### config.mk
export PLATFORM = sky130hd
export DESIGN_NAME = corr_tx_sched
export DESIGN_NICKNAME = d
export VERILOG_FILES = /design/src/rtl/corr_tx_sched.sv
export SDC_FILE = /design/constraint.sdc
export NUM_CORES = 1
export LEC_CHECK = 0
export CAP_MARGIN = 15
export CORE_MARGIN = 5
export CORE_UTILIZATION = 50
export CTS_BUF_LIST = sky130_fd_sc_hd__clkbuf_16
export DETAILED_ROUTE_END_ITERATION = 6
export GPL_ROUTABILITY_DRIVEN = 1
export PLACE_DENSITY = 0.77
export SYNTH_ARGS = -nofsm -noshare
export SYNTH_HDL_FRONTEND = slang
export SYNTH_SLANG_ARGS = --single-unit
export TNS_END_PERCENT = 30
### constraint.sdc
create_clock -name clk -period 2.05 [get_ports clk]
set_input_delay 0.41 -clock clk [delete_from_list [all_inputs] [get_ports clk]]
set_output_delay 0.41 -clock clk [all_outputs]
set_load 0.05 [all_outputs]
### src/rtl/corr_tx_sched.sv
// Frame scheduler: latches a snapshot of all correlator channels and streams a
// header plus each enabled channel word to the word transmitter via start/done.
module corr_tx_sched #(
    parameter int N_CH       = 4,
    parameter int RESOLUTION = 32
) (
    input  logic                       clk,
    input  logic                       rst_n,
    input  logic                       snap,
    input  logic [N_CH*RESOLUTION-1:0] ch_data,
    input  logic [N_CH-1:0]            ch_mask,
    output logic [RESOLUTION-1:0]      word_data,
    output logic                       word_start,
    input  logic                       word_done,
    output logic                       busy,
    output logic                       frame_done,
    output logic [15:0]                frame_cnt,
    output logic [7:0]                 overrun_cnt
);

    localparam int CNT_W = RESOLUTION - 8;

    typedef enum logic [1:0] {IDLE, START, WAIT} state_t;

    state_t                      state_q, state_d;
    logic [N_CH*RESOLUTION-1:0]  snap_data_q, snap_data_d;
    logic [N_CH-1:0]             pend_q, pend_d;
    logic [RESOLUTION-1:0]       word_data_q, word_data_d;
    logic                        word_start_q, word_start_d;
    logic                        busy_q, busy_d;
    logic                        frame_done_q, frame_done_d;
    logic [15:0]                 frame_cnt_q, frame_cnt_d;
    logic [7:0]                  overrun_q, overrun_d;

    logic [RESOLUTION-1:0]       header;
    logic [N_CH-1:0]             low_bit;
    logic [RESOLUTION-1:0]       nxt_word;

    // Size cast zero-extends the counter for wide words and truncates for narrow ones.
    assign header  = {8'hA5, CNT_W'(frame_cnt_q)};

    // pend_q holds channels not yet sent; its lowest set bit is the next channel.
    assign low_bit = pend_q & (~pend_q + N_CH'(1));

    always_comb begin
        nxt_word = '0;
        for (int i = 0; i < N_CH; i++) begin
            if (low_bit[i]) begin
                nxt_word = snap_data_q[i*RESOLUTION +: RESOLUTION];
            end
        end
    end

    always_comb begin
        state_d      = state_q;
        snap_data_d  = snap_data_q;
        pend_d       = pend_q;
        word_data_d  = word_data_q;
        word_start_d = 1'b0;
        busy_d       = busy_q;
        frame_done_d = 1'b0;
        frame_cnt_d  = frame_cnt_q;
        overrun_d    = overrun_q;

        case (state_q)
            IDLE: begin
                if (snap) begin
                    snap_data_d  = ch_data;
                    pend_d       = ch_mask;
                    word_data_d  = header;
                    frame_cnt_d  = frame_cnt_q + 16'd1;
                    busy_d       = 1'b1;
                    word_start_d = 1'b1;
                    state_d      = START;
                end
            end
            START: begin
                state_d = WAIT;
            end
            WAIT: begin
                if (word_done) begin
                    if (|pend_q) begin
                        word_data_d  = nxt_word;
                        pend_d       = pend_q & ~low_bit;
                        word_start_d = 1'b1;
                        state_d      = START;
                    end else begin
                        busy_d       = 1'b0;
                        frame_done_d = 1'b1;
                        state_d      = IDLE;
                    end
                end
            end
            default: begin
                state_d = IDLE;
            end
        endcase

        // Any snapshot outside IDLE is dropped, including on the final word_done edge.
        if (snap && (state_q != IDLE) && (overrun_q != 8'hFF)) begin
            overrun_d = overrun_q + 8'd1;
        end
    end

    always_ff @(posedge clk or negedge rst_n) begin
        if (!rst_n) begin
            state_q      <= IDLE;
            snap_data_q  <= '0;
            pend_q       <= '0;
            word_data_q  <= '0;
            word_start_q <= 1'b0;
            busy_q       <= 1'b0;
            frame_done_q <= 1'b0;
            frame_cnt_q  <= '0;
            overrun_q    <= '0;
        end else begin
            state_q      <= state_d;
            snap_data_q  <= snap_data_d;
            pend_q       <= pend_d;
            word_data_q  <= word_data_d;
            word_start_q <= word_start_d;
            busy_q       <= busy_d;
            frame_done_q <= frame_done_d;
            frame_cnt_q  <= frame_cnt_d;
            overrun_q    <= overrun_d;
        end
    end

    assign word_data   = word_data_q;
    assign word_start  = word_start_q;
    assign busy        = busy_q;
    assign frame_done  = frame_done_q;
    assign frame_cnt   = frame_cnt_q;
    assign overrun_cnt = overrun_q;

endmodule

==> run summary, run 1 <==
Fillers: 1296
Layout cells sized above 1: 0.08407
CTS Sinks: 193
Count of input and output buffers: 194
Tot GR Track Use: 0.2413
Final Setup Violations: 0
PwrDens: 1519 mW/mm^2
Hold Violations, Final: 0
Tmin final: 2.025 ns
Synth warn: 0
DRT iter0 DRCs: 444
Post-synthesis sequential area ratio: 0.5781
Number of synthesized register bits: 193
Buffer and inverter count on the worst path: 1
Crit-path max FO: 2
Startpoint class of the critical path: flop
Syn_nets: 1059
Post-Synthesis Cells: 921
Total iterations of the first detailed-routing run: 5
Deepest clock path buffer count: 2
Delay-heaviest family, CP: buffers and inverters
Final Cycle Share: 0.9880
Crit path cell chain: clkdlybuf4s50_1
Post-route ant nets: 0
Average routed wire per standard cell: 17.10 um
I/O pins: 195
CP Data Arrival Time: 1.62 ns
Critical path's slowest cell: clkdlybuf4s50_1
Via count: 7221
Slowest stage delay, CP: 0.81 ns
CP endpoint kind: output port
RSZ-0062 raised after global routing: false
Final nets: 1255
Placer congestion estimate: 0.8460
DRC: 0
Post-synth ARST share: 1.000
Row cnt: 47
Post-Synthesis Mean Instance Area: 9.071 sq um
Grt ovf: 0
Max_cap viols: 0
Die width: 139.3 um
Required @ worst endpoint: 1.64 ns
Core Box Area: 0.01647 sq mm
Slew Limit Fails: 0
Worst min-delay path class: reg2reg
TritonCTS clock tree: yes
DP Worst Slack: -0.1738 ns
N_diodes: 0
Number of buffers added for setup after CTS: 0
Setup Crit Path Kind: reg2out
Die ar.: 0.01939 sq mm
Slew @ Worst Pin: 0.5975 ns
Skew final: 0.01673 ns
Clock root cell: clkbuf_16
Peak Freq: 493.7 MHz
CTS Buf Count: 17
Largest net degree at the start of global routing: 60
Placed cells: 1317
Top_reg_cell synth: dfrtp_1
First-pass GRT wire length: 37960 um
Layout area overhead: 35.57%
Post-Route WL: 23090 um
H-tree Lvls: 4
Slew margin rel.: 0.6017
Count of cell types in the netlist: 43
Post-Syn Area: 0.008354 sq mm
Initial antenna violation count: 1
Status: completed
DR vias/cell: 5.349
Detailed placer's ending HPWL: 16200 um
Initial Util: 0.5074
Post-route insts no fill: 1350
Clock slew at reported path FFs: 0.07 ns
Vias in the first global route: 7424
Die Y: 139.3 um
EDFF count, synth: 0
Clock Latency Late Sink: 0.43 ns
Leakage: 5.749 nW
Worst vdd ir: 0.7845 mV
Final worst slack: 0.02458 ns
-- metrics by stage --
step           total power (W)  setup TNS, ns  cell area, sq um  utilization  hold slack, ns
2_1_floorplan          0.01121              0              8354            -          0.1144
3_3_place_gp           0.01371         -7.965             10690       0.6490          0.3751
3_5_place_dp           0.01392         -8.429             10690       0.6490          0.3751
4_1_cts                0.01732              0             11280       0.6851          0.4754
5_1_grt                0.01834              0             11330       0.6878          0.4845
6_report               0.01721              0             11330       0.6878          0.4713
-- path summary, 6_finish.rpt --
path	slack, ns	depth (start not counted)	endpoint	startpoint
max in group asynchronous	0.87	3	snap_data_q[108]	rst_n
max	0.02	1	word_data[4]	word_data[4]
min	0.47	2	snap_data_q[15]	snap_data_q[15]
min reg2reg	0.47	2	snap_data_q[15]	snap_data_q[15]
min in group asynchronous	0.49	2	overrun_cnt[0]	rst_n
max reg2reg	0.20	4	word_data[7]	pend_q[1]
-- per-layer routing --
layer,track usage,vias up,share of wire
li1,-,3438,-
met1,0.3281,3472,0.43
met2,0.3896,281,0.48
met3,0.06312,28,0.077
met4,0.06282,2,0.015
met5,0,-,0.00030
-- power breakdown --
group | total (W) | internal (W) | switching (W)
Clock | 0.00342 | 0.00194 | 0.00148
Sequential | 0.00659 | 0.00548 | 0.00111
Combinational | 0.00719 | 0.00265 | 0.00454
Total | 0.0172 | 0.0101 | 0.00714
-- sequential cells by signal, indices dropped and copies added, names as in the netlist --
| signal | cells |
|---|---|
| word_data | 32 |
| pend_q | 4 |
| frame_done | 1 |
| snap_data_q | 128 |
| word_start | 1 |
| frame_cnt | 16 |
| busy | 1 |
| overrun_cnt | 8 |
| state_q | 2 |
-- what timing repair did --
action,4_1_cts,5_1_grt
cloned,0,0
setup endpoints to repair,19,18
resized for setup,19,18
hold buffers,1,0
endpoints found under the hold margin,43,0
pin swaps,0,0
-- area by class of cell --
class | count | area (sq um) | area share
clock inverter | 15 | 182.7 | 0.01613
tap | 220 | 275.3 | 0.02430
inverter | 5 | 18.77 | 0.001657
sequential | 193 | 4832 | 0.4266
timing repair buffer | 236 | 2327 | 0.2055
multi-input combinational | 664 | 3264 | 0.2882
clock buffer | 17 | 425.4 | 0.03756
-- cells in the final DEF (no fill, tap or decap), types with 7 or more instances in the layout --
| cell | netlist | layout |
|---|---|---|
| and2_1 | 16 | 16 |
| dlymetal6s2s_1 | 0 | 18 |
| o21ai_0 | 31 | 31 |
| a221o_1 | 12 | 12 |
| clkbuf_16 | 0 | 17 |
| buf_4 | 0 | 44 |
| dlygate4sd2_1 | 0 | 19 |
| clkdlybuf4s50_1 | 0 | 148 |
| dfrtp_1 | 193 | 191 |
| a21oi_1 | 28 | 28 |
| xnor2_1 | 11 | 11 |
| nand3_1 | 7 | 7 |
| xor2_1 | 11 | 11 |
| a31oi_1 | 28 | 28 |
| nand2_1 | 430 | 430 |
| a21o_1 | 16 | 16 |
| a32oi_1 | 16 | 16 |
-- cell families (layout without fill, tap and decap cells) --
family,count (synthesis),count (layout),synth area share
simple gates,486,486,0.2392
fa+ha+maj,2,2,0.002995
buf+inv,64,273,0.03250
compound gates,153,153,0.1228
flops,193,193,0.5781
xor+xnor,22,22,0.02306
mux,1,1,0.001348
-- Yosys cell counts (all sizes together), types with 7 or more instances --
cell type	count	area [sq um]
a21o	16	120.1
a21oi	28	140.1
o21ai	31	155.2
a32oi	16	140.1
buf	20	105.1
xor2	11	96.34
clkbuf	39	147.6
a31oi	28	175.2
and2	16	100.1
nand2	430	1614
nand3	7	35.03
nor2	7	31.28
xnor2	11	96.34
dfrtp	193	4830
a221o	12	120.1
Power figures use the tool's default switching activity.
==> run 2: changes to the inputs <==
Settings changed: CORE_MARGIN 5 to 2, REMOVE_ABC_BUFFERS from default to 1.
==> run 2 against run 1 <==
Clock power down 13%. Design area down 0.55%. Sequential share of layout area up 0.24 points. Routed wire length down 3.3%. Clock skew down 0.0085 ns. Non-clock buffer count up 5.
==> run summary, run 2 (synthesis gave the netlist of run 1 again) <==
Final Cell Area: 0.01126 sq mm
First-pass GRT wire length: 36490 um
M1 WL: 9957 um
Layout area overhead: 34.82%
Critical path's slowest cell: clkdlybuf4s50_1
Initial Util: 0.5074
CP endpoint kind: output port
Post-Route WL: 22320 um
Sequential cell area: 0.004832 sq mm
Tmin final: 2.019 ns
N_diodes: 0
Max FFs per register: 128
Max_cap viols: 0
Uppermost layer routed: met4
Hold Violations, Final: 0
Leakage: 5.660 nW
DRC: 0
PwrDens: 1492 mW/mm^2
DP Worst Slack: -0.1777 ns
Placer congestion estimate: 0.8374
Slew @ Worst Pin: 0.5695 ns
I/O pins: 195
Tot GR Track Use: 0.2603
Multi-input logic area: 0.003262 sq mm
Core Box Area: 0.01647 sq mm
CTS Sinks: 193
CP Data Arrival Time: 1.61 ns
Detailed placer's ending HPWL: 15420 um
Final nets: 1260
H-tree Lvls: 4
DRT iter0 DRCs: 555
Count of input and output buffers: 194
Peak Freq: 495.4 MHz
Final Setup Violations: 0
Crit-path max FO: 2
Most frequent cells in the layout: nand2_1, dfrtp_1, clkdlybuf4s50_1, buf_4, o21ai_0
Largest net degree at the start of global routing: 57
Top reg by flops: snap_data_q
Vias in the first global route: 7145
Die Y: 133.3 um
Slowest stage delay, CP: 0.81 ns
Worst vdd ir: 0.9275 mV
Sw frac: 0.4161
Pwr Total: 0.01681 W
Skew final: 0.008271 ns
Initial antenna violation count: 1
Fillers: 1339
WL met2: 10400 um
Delay-heaviest family, CP: buffers and inverters
DR vias/cell: 5.293
Fin util: 0.6840
Setup Crit Path Kind: reg2out
Post-route insts no fill: 1353
Psw: 0.006994 W
Total iterations of the first detailed-routing run: 5
Startpoint class of the critical path: flop
Number of buffers added for setup after CTS: 0
Status: completed
RSZ-0062 raised after global routing: false
Most common cell after layout, fill and taps aside: nand2_1
CTS Buf Count: 17
Internal power: 0.009816 W
Post-route ant nets: 0
Comb pwr share: 0.433
Clock Power Share: 0.176
Die width: 133.3 um
Buffer and inverter count on the worst path: 1
Worst min-delay path class: reg2reg
Slew Limit Fails: 0
Grt ovf: 0
Layout cells sized above 1: 0.08120
Placed cells: 1322
Part of the power in registers: 0.391
Slew margin rel.: 0.6203
Final worst slack: 0.03147 ns
Clock Latency Late Sink: 0.42 ns
Row cnt: 47
Crit path cell chain: clkdlybuf4s50_1
Final Cycle Share: 0.9847
Clock slew at reported path FFs: 0.06 ns
Clock root cell: clkbuf_16
Die ar.: 0.01776 sq mm
Via count: 7162
Required @ worst endpoint: 1.64 ns
DP Area: 0.01073 sq mm
Average routed wire per standard cell: 16.50 um
Met3 routed WL: 1734 um
Deepest clock path buffer count: 2
TritonCTS clock tree: yes
==> run 2: cell count changes in the layout (fill, tap and decap cells not counted), moves of 4 or more <==
cell,before,now
clkinv_4,4,0
dlymetal6s2s_1,18,13
buf_4,44,48
inv_1,4,8
clkdlybuf4s50_1,148,154
==> run 2: stage by stage <==
stage / TNS [ns] / hold slack [ns]
2_1_floorplan: -509.59 / 0.1144
3_3_place_gp: -2.288 / 0.3894
3_5_place_dp: -3.305 / 0.3863
4_1_cts: 0 / 0.4713
5_1_grt: 0 / 0.4814
6_report: 0 / 0.4668
==> run 2: per-layer routing <==
layer | track usage | vias to the layer above
met5 | 0 | -
met4 | 0.06678 | 0
met1 | 0.3648 | 3440
met2 | 0.4112 | 268
met3 | 0.06431 | 22
li1 | - | 3432
==> run 2: repair_timing <==
| item | in CTS | in global routing |
|---|---|---|
| resized for setup | 18 | 13 |
| hold buffers | 1 | 0 |
| cloned | 0 | 0 |
| endpoints found under the hold margin | 44 | 0 |
| setup endpoints to repair | 18 | 13 |
==> run 2: layout make-up <==
class                      count  area share
tap                          220     0.02444
sequential                   193      0.4290
inverter                       5    0.001666
multi-input combinational    664      0.2896
clock inverter                13    0.007443
clock buffer                  17     0.03777
timing repair buffer         241      0.2101
==> run 2: power groups by stage <==
stage | logic (W) | registers [W] | clock network [W]
3_5_place_dp | 0.00738 | 0.00660 | 0
5_1_grt | 0.00800 | 0.00677 | 0.00316
3_3_place_gp | 0.00720 | 0.00654 | 0
2_1_floorplan | 0.00331 | 0.00778 | 0
6_report | 0.00728 | 0.00657 | 0.00297
4_1_cts | 0.00734 | 0.00656 | 0.00299
==> run 2: final timing paths <==
kind                           startpoint               to  slack, ns  cells past startpoint
setup / recovery             word_data[5]     word_data[5]       0.03                      1
setup reg to reg               state_q[1]        pend_q[3]       0.26                      5
max in group asynchronous           rst_n     frame_cnt[2]       0.94                      3
hold / removal             snap_data_q[6]   snap_data_q[6]       0.47                      2
hold reg to reg            snap_data_q[6]   snap_data_q[6]       0.47                      2
min in group asynchronous           rst_n  snap_data_q[95]       0.48                      2
